==> src/rtl/cdc_hs_src.sv <==
// Source side of a req/ack clock-domain handshake fed by a small FIFO; MODE 0 = 2-phase toggle, MODE 1 = 4-phase level.
// Latency: a word written into an empty FIFO with an idle link is launched on the following clk_i edge.
// Backpressure: s_ready drops while the FIFO is full; define CDC_HS_TIMEOUT_EN to enable the sticky ack-timeout flag.
module cdc_hs_src #(
    parameter int DATA_W      = 8,
    parameter int DEPTH       = 4,
    parameter int SYNC_STAGES = 2,
    parameter int MODE        = 0,
    parameter int TIMEOUT     = 255
) (
    input  logic                   clk_i,
    input  logic                   rst_i,
    input  logic                   s_valid,
    input  logic [DATA_W-1:0]      s_data,
    output logic                   s_ready,
    output logic                   req_o,
    output logic [DATA_W-1:0]      data_o,
    input  logic                   ack_i,
    output logic                   busy_o,
    output logic [$clog2(DEPTH):0] count_o,
    input  logic                   err_clr,
    output logic                   err_timeout_o
);
    localparam int AW = $clog2(DEPTH);
    localparam int CW = AW + 1;
    localparam logic [CW-1:0] FULL_CNT = CW'(DEPTH);

    typedef enum logic [1:0] {IDLE, WAIT_HI, WAIT_LO} state_t;

    state_t                 state_q, state_d;
    logic [DATA_W-1:0]      mem [DEPTH];
    logic [AW-1:0]          wr_ptr, rd_ptr;
    logic [CW-1:0]          count_q;
    logic [SYNC_STAGES-1:0] ack_sync;
    logic                   ack_s;
    logic                   wr_en, launch, req_d, fifo_empty, link_idle;

    // Full is judged on registered occupancy, so a same-cycle pop never frees a slot early.
    assign s_ready    = (count_q != FULL_CNT);
    assign fifo_empty = (count_q == '0);
    assign wr_en      = s_valid && s_ready;
    assign count_o    = count_q;

    always_ff @(posedge clk_i) begin
        if (wr_en)
            mem[wr_ptr] <= s_data;
    end

    always_ff @(posedge clk_i or negedge rst_i) begin
        if (!rst_i) begin
            wr_ptr  <= '0;
            rd_ptr  <= '0;
            count_q <= '0;
        end else begin
            if (wr_en)
                wr_ptr <= wr_ptr + AW'(1);
            if (launch)
                rd_ptr <= rd_ptr + AW'(1);
            case ({wr_en, launch})
                2'b10:   count_q <= count_q + CW'(1);
                2'b01:   count_q <= count_q - CW'(1);
                default: count_q <= count_q;
            endcase
        end
    end

    always_ff @(posedge clk_i or negedge rst_i) begin
        if (!rst_i)
            ack_sync <= '0;
        else
            ack_sync <= {ack_sync[SYNC_STAGES-2:0], ack_i};
    end
    assign ack_s = ack_sync[SYNC_STAGES-1];

    assign link_idle = (MODE == 0) ? (ack_s == req_o) : !ack_s;

    always_comb begin
        state_d = state_q;
        req_d   = req_o;
        launch  = 1'b0;
        case (state_q)
            IDLE: begin
                if (!fifo_empty && link_idle) begin
                    launch  = 1'b1;
                    req_d   = (MODE == 0) ? !req_o : 1'b1;
                    state_d = WAIT_HI;
                end
            end
            WAIT_HI: begin
                if (MODE == 0) begin
                    if (ack_s == req_o)
                        state_d = IDLE;
                end else if (ack_s) begin
                    req_d   = 1'b0;
                    state_d = WAIT_LO;
                end
            end
            WAIT_LO: begin
                if (!ack_s)
                    state_d = IDLE;
            end
            default: state_d = IDLE;
        endcase
    end

    always_ff @(posedge clk_i or negedge rst_i) begin
        if (!rst_i) begin
            state_q <= IDLE;
            req_o   <= 1'b0;
            data_o  <= '0;
        end else begin
            state_q <= state_d;
            req_o   <= req_d;
            if (launch)
                data_o <= mem[rd_ptr];
        end
    end

    assign busy_o = (state_q != IDLE);

`ifdef CDC_HS_TIMEOUT_EN
    localparam logic [7:0] TMO      = 8'(TIMEOUT);
    localparam logic [7:0] TMO_LAST = TMO - 8'd1;

    logic [7:0] tmo_cnt;
    logic       in_wait, enter_wait, tmo_hit, err_q;

    assign in_wait    = (state_q != IDLE);
    assign enter_wait = (state_d != state_q) && (state_d != IDLE);
    assign tmo_hit    = in_wait && !enter_wait && (tmo_cnt == TMO_LAST);

    // Counter saturates at TIMEOUT so a cleared flag is not re-raised during the same wait.
    always_ff @(posedge clk_i or negedge rst_i) begin
        if (!rst_i) begin
            tmo_cnt <= '0;
            err_q   <= 1'b0;
        end else begin
            if (enter_wait)
                tmo_cnt <= '0;
            else if (in_wait && (tmo_cnt != TMO))
                tmo_cnt <= tmo_cnt + 8'd1;
            if (tmo_hit)
                err_q <= 1'b1;
            else if (err_clr)
                err_q <= 1'b0;
        end
    end
    assign err_timeout_o = err_q;
`else
    logic unused_in;
    assign unused_in     = err_clr & (TIMEOUT >= 0);
    assign err_timeout_o = 1'b0;
`endif

endmodule

==> config.mk <==
export PLATFORM = sky130hd
export DESIGN_NAME = cdc_hs_src
export DESIGN_NICKNAME = d
export VERILOG_FILES = /design/src/rtl/cdc_hs_src.sv
export SDC_FILE = /design/constraint.sdc
export NUM_CORES = 1
export LEC_CHECK = 0
export CORE_ASPECT_RATIO = 0.9
export CORE_UTILIZATION = 57
export DETAILED_ROUTE_END_ITERATION = 16
export HOLD_SLACK_MARGIN = 0.1
export PLACE_DENSITY_LB_ADDON = 0.3
export SYNTH_ARGS = -nofsm -noshare
export SYNTH_HDL_FRONTEND = slang
export SYNTH_SLANG_ARGS = --single-unit
==> constraint.sdc <==
create_clock -name clk_i -period 3.65 [get_ports clk_i]
set_input_delay 0.73 -clock clk_i [delete_from_list [all_inputs] [get_ports clk_i]]
set_output_delay 0.73 -clock clk_i [all_outputs]
set_load 0.02 [all_outputs]
==> results of run 1 <==
kinds of logic (layout without fill, tap and decap cells):
group | count (synthesis) | after routing
xor+xnor | 8 | 8
mux | 18 | 18
compound gates | 1 | 1
fa+ha+maj | 6 | 6
buf+inv | 10 | 40
flops | 51 | 51
other cells | 1 | 1
simple gates | 10 | 10
path summary, 6_finish.rpt:
kind,from,end,slack (ns),cells past startpoint
hold / removal,ack_sync[0]$_DFF_PN0_,ack_sync[1]$_DFF_PN0_,0.36,0
setup reg to reg,count_o[0]$_DFFE_PN0P_,count_o[2]$_DFFE_PN0P_,1.41,9
setup / recovery,count_o[0]$_DFFE_PN0P_,s_ready,1.18,2
hold reg to reg,ack_sync[0]$_DFF_PN0_,ack_sync[1]$_DFF_PN0_,0.36,0
min in group asynchronous,rst_i,data_o[5]$_DFFE_PN0P_,0.93,1
max in group asynchronous,rst_i,wr_ptr[0]$_DFFE_PN0P_,2.16,1
Yosys cell counts, drive strengths merged:
| cell | count |
|---|---|
| a21o | 1 |
| and2 | 1 |
| and3 | 4 |
| buf | 3 |
| clkbuf | 1 |
| conb | 1 |
| dfrtp | 19 |
| edfxtp | 32 |
| fa | 1 |
| ha | 5 |
| inv | 6 |
| mux2 | 9 |
| mux2i | 1 |
| mux4 | 8 |
| nor2 | 1 |
| nor3 | 2 |
| nor4b | 1 |
| or3b | 1 |
| xnor2 | 2 |
| xor2 | 6 |
state kept, by name, indices dropped and copies added, names as in the netlist:
signal / count
ack_sync: 2
count_o: 3
data_o: 8
mem: 32
rd_ptr: 2
req_o: 1
state_q: 1
wr_ptr: 2
layout make-up:
cell class	count	area, um^2
sequential	51	1440
fill	231	1000
multi-input combinational	44	544
timing repair buffer	26	258
clock buffer	6	72.6
tap	44	55.1
inverter	6	22.5
clock inverter	2	12.5
routing by layer:
layer  share of wire, %  vias to the layer above
li1                   -                      440
met1                 42                      514
met2                 53                       23
met3                3.7                        7
met4                1.9                        0
met5                  0                        -
power by group through the flow:
stage                     sequential [mW]  clock [mW]  combinational (mW)
after CTS                           0.936       0.315               0.809
final                               0.932       0.307               0.799
after global placement              0.936           0               0.766
after detailed placement            0.949           0               0.806
after global routing                0.959       0.334               0.854
after floorplan                     0.975           0               0.496
placed cells by master, fill, tap and decap left out, types with 2 or more instances in the layout:
master            n
mux4_2            6
and3_2            4
mux4_1            2
clkdlybuf4s50_1  25
clkbuf_8          5
mux2_2            8
edfxtp_1         32
dfrtp_1          19
xor2_1            6
inv_1             6
ha_1              5
xnor2_1           2
worst max-delay path, cell delays in order, from the launching register on:
cell,delay [ns]
dfrtp_1,0.44
or3b_4,0.45
clkdlybuf4s50_1,0.55
metrics by stage:
| stage | worst slack [ns] | cell area (um^2) | hold WS (ns) | cells |
|---|---|---|---|---|
| 6_report | 1.18 | 2400 | 0.365 | 179 |
| 5_1_grt | 1.13 | 2400 | 0.380 | 179 |
| 4_1_cts | 1.16 | 2400 | 0.370 | 179 |
| 2_1_floorplan | 1.42 | 2040 | 0.331 | 105 |
| 3_3_place_gp | 1.19 | 2320 | 0.334 | 171 |
| 3_5_place_dp | 1.11 | 2320 | 0.349 | 171 |
==> results.toml, run 1 <==
[finish]
diodes = 0
syn2layout_area_growth_pct = 17.9
final_nets = 153
drive_gt1_share_pct = 22.2
utilization_pct = 70.6

[synthesis]
synth-simple-area-share_pct = 3.81
synth-compound-area-share_pct = 0.369
synthAdderAreaFrac_pct = 4.05
ys_types = 24
synthCells = 105
synth_fp_nets = 124
synth_area_leaders = "edfxtp_1 47%, dfrtp_1 23%, mux4_2 6.6%"
syn_area_um2 = 2040
synth.top_cell.area_share_pct = 47.2
synth_top_cell_by_area = "edfxtp_1"
yosys_register_bits = 51
seq_area_frac_synth_pct = 70.5
synth_top_family_by_area = "multiplexers"
synth.avg_cell_area_um2 = 19.4
yosysWarnings = 0
synth_xor_area_share_pct = 3.44
muxShareOfSynthArea_pct = 14.9

[floorplan]
core_area_um2 = 3400
initial_utilization_pct = 59.9
die_x_um = 65.0
die_h_um = 58.7
num_io_pins = 28
die-area_um2 = 3820
row_count = 20

[hold_path]
hold_class = "flip-flop to flip-flop"

[timing]
finalSetupViolCount = 0
clock.fmax_mhz = 405
finalHoldViolations = 0
setup_tns_ns = 0
tightest_slew_ns = 0.904
slew_headroom_pct = 39.6
rsz0062_at_grt = "no"
finalClockSkew_ns = 0.00470
post-route-period-util_pct = 67.7
min_period_ns = 2.47
drv_slew = 0

[global_routing]
grt_max_degree = 20
met2_usage_pct = 32.4
track_usage_pct = 18.9
grt_pass1_vias = 1053
met3_usage_pct = 4.65
grt_pass1_wl_um = 4920
busiest_layer = "met2"
grt_overflow_total = 0
use_met1_pct = 22.6
antenna_found_initial = 0

[cts]
cts_buffer_depth = 2
holdBufCountCts = 0
clk_pin_slew_ns = 0.09
clock_sink_count = 51
clock-root-buffer = "clkbuf_8"
h-tree-depth = 2
clock_latency_ns = 0.30
cts_setup_buffers = 0
cts_tree = "yes"
cts-buffers-inserted = 5
cts-resized-gates = 0

[power_and_ir_drop]
power_switching_mw = 0.671
p_sw_share_pct = 32.9
power_mw = 2.04
power.density_nw_per_um2 = 849
p_seq_share_pct = 45.7
combPwrFrac_pct = 39.2
irDropWorstVdd_mv = 0.409
intPower_mw = 1.37
power_leakage_nw = 0.917
pwr-share-clk_pct = 15.0

[place]
portBuffers = 25
gp_congestion = 0.667
hpwl_um = 2170

[critical_path]
worst_setup_path_end_kind = "output pin"
critPathKind = "flip-flop to output pin"
cp_max_fo = 6
crit_arrival_ns = 1.74
critPathRequiredTime_ns = 2.92
startpoint_type = "flip-flop"

[route]
avgRoutedWirePerCell_um = 17.7
vias = 984
wl_um = 3170
first_iter_violations = 44
drcViolationCount = 0
firstDrtPassIters = 4
ant_nets = 0
vias_per_cell = 5.50

[flow_run]
cap_violations = 0

[run_status]
status = "finished clean"
Note: power is estimated with default switching activity, not from simulation.
==> run 2, diff against run 1 <==
Settings changed: CORE_UTILIZATION 57 to 48.
Clock period 3.65 ns to 2.2 ns, I/O delays scaled along.
==> results.toml, run 2 (synthesis results as in run 1) <==
[run_status]
status = "finished with violations"
violations = "DRC"

[place]
portBuffers = 25
dpl_cell_area_um2 = 2360
gp_congestion = 0.766
hpwl_um = 2280

[floorplan]
die-area_um2 = 4510
core_area_um2 = 4070
num_io_pins = 28
die_h_um = 63.8
die_x_um = 70.7
initial_utilization_pct = 50.0
row_count = 22

[route]
vias_per_cell = 5.21
wl_um = 3340
drcViolationCount = 7
avgRoutedWirePerCell_um = 17.5
vias = 995
first_iter_violations = 59
ant_nets = 0
firstDrtPassIters = 12

[critical_path]
crit_slowest_cell = "dfrtp_2"
worst_setup_path_end_kind = "flip-flop"
critPathKind = "flip-flop to flip-flop"
startpoint_type = "flip-flop"
reg2reg_depth = 9
worst-path-buf-inv = 2
worstReg2RegStart = "count_o[0]$_DFFE_PN0P_"
cp_max_fo = 3
r2r_slack_ns = 0.14
crit_arrival_ns = 2.28
critPathTopFamily = "simple AND/OR/NAND/NOR gates"
critPathRequiredTime_ns = 2.42
path_cells = "or3b_4 -> and2_4 -> inv_1 -> ha_2 -> inv_1 -> fa_2 -> xor2_1 -> nor2_1 -> xor2_1"
r2r-end = "count_o[2]$_DFFE_PN0P_"
critical_path.max_stage_delay_ns = 0.41

[hold_path]
holdPathEnd = "ack_sync[1]$_DFF_PN0_"
holdPathStages = 0
hold_class = "flip-flop to flip-flop"
hold_path.startpoint = "ack_sync[0]$_DFF_PN0_"

[finish]
final_nets = 161
syn2layout_area_growth_pct = 22.5
final_design_area_no_fill_um2 = 2500
top_register = "mem"
mostFrequentLayoutCells = "32 x edfxtp_1, 24 x clkdlybuf4s50_1, 16 x dfrtp_1, 9 x buf_4, 8 x mux2_2"
nFillCells = 300
diodes = 0
final_common_cell = "edfxtp_1"
largest_register_ffs = 32
drive_gt1_share_pct = 30.1

[timing]
clock.fmax_mhz = 486
finalHoldViolations = 0
finalClockSkew_ns = 0.00909
drv_slew = 0
post-route-period-util_pct = 93.5
rsz0062_at_grt = "no"
min_period_ns = 2.06
setup_tns_ns = 0
finalSetupViolCount = 0

[power_and_ir_drop]
p_seq_share_pct = 42.6
pwr-share-clk_pct = 17.4
irDropWorstVdd_mv = 0.716
intPower_mw = 2.45
combPwrFrac_pct = 40.0
power_switching_mw = 1.13
p_sw_share_pct = 31.5
power.density_nw_per_um2 = 1430
power_mw = 3.58
power_leakage_nw = 0.964

[cts]
cts_tree = "yes"
clock_latency_ns = 0.30
clock-root-buffer = "clkbuf_8"
clock_sink_count = 51
clk_pin_slew_ns = 0.08
h-tree-depth = 2
cts-buffers-inserted = 5
cts_buffer_depth = 2
holdBufCountCts = 0

[global_routing]
grt_max_degree = 20
grt_pass1_wl_um = 5310
grt_pass1_vias = 1079
antenna_found_initial = 0
grt_overflow_total = 0
track_usage_pct = 16.7

[flow_run]
cap_violations = 0
## run 2: layout make-up
cell class,count,area [um^2],share of cell area [%]
Clock inverter,3,38.8,1.55
Timing Repair Buffer,34,317,12.7
Inverter,6,22.5,0.902
Clock buffer,5,68.8,2.76
Tap cell,48,60.1,2.41
Multi-Input combinational cell,44,549,22.0
Sequential cell,51,1440,57.7
## run 2: timing repair
action	4_1_cts	5_1_grt
hold endpoints to repair	0	0
endpoints found under the setup margin	1	1
gates resized for setup	1	2
pin swaps	0	4
setup buffers	0	3
## run 2: metal layers
| metal | GRT usage (%) | wire length (um) | part of all wire (%) | vias up |
|---|---|---|---|---|
| met2 | 27.4 | 1690 | 51 | 23 |
| met3 | 5.84 | 155 | 4.6 | 2 |
| met5 | 0 | 0 | 0 | - |
| met4 | 6.00 | 22 | 0.66 | 0 |
| met1 | 20.8 | 1470 | 44 | 512 |
| li1 | - | - | - | 458 |
## run 2: stage by stage
| step | hold slack (ns) | utilization, % | instances | worst slack [ns] |
|---|---|---|---|---|
| 2_1_floorplan | 0.144 | - | 105 | 0.0121 |
| 3_3_place_gp | 0.333 | 58.0 | 180 | 0.0548 |
| 3_5_place_dp | 0.335 | 58.0 | 180 | 0.0293 |
| 4_1_cts | 0.351 | 60.6 | 188 | 0.0316 |
| 5_1_grt | 0.375 | 61.3 | 191 | 0.0323 |
| 6_report | 0.351 | 61.3 | 191 | 0.142 |
## run 2: worst max-delay path by stage
stage | start | end | slack (ns) | cells after the start
detailed placement | s_valid | count_o[2]$_DFFE_PN0P_ | 0.03 | 9
CTS | count_o[1]$_DFFE_PN0P_ | count_o[2]$_DFFE_PN0P_ | 0.03 | 9
finish | count_o[0]$_DFFE_PN0P_ | count_o[2]$_DFFE_PN0P_ | 0.14 | 9
global placement | s_valid | count_o[2]$_DFFE_PN0P_ | 0.05 | 9
global route | count_o[0]$_DFFE_PN0P_ | count_o[2]$_DFFE_PN0P_ | 0.03 | 9
floorplan | count_o[1]$_DFFE_PN0P_ | count_o[2]$_DFFE_PN0P_ | 0.01 | 9
## run 2: power groups by stage
stage,Combinational (mW),Clock [mW],Sequential [mW]
floorplan,0.823,0,1.62
global placement,1.35,0,1.53
detailed placement,1.41,0,1.56
CTS,1.41,0.637,1.54
global route,1.54,0.670,1.56
finish,1.43,0.623,1.52
## run 2: worst reg2reg max path: stages, from the launching register on
cell	delay, ns
dfrtp_2	0.41
or3b_4	0.41
and2_4	0.15
inv_1	0.05
ha_2	0.17
inv_1	0.05
fa_2	0.33
xor2_1	0.15
nor2_1	0.13
xor2_1	0.14
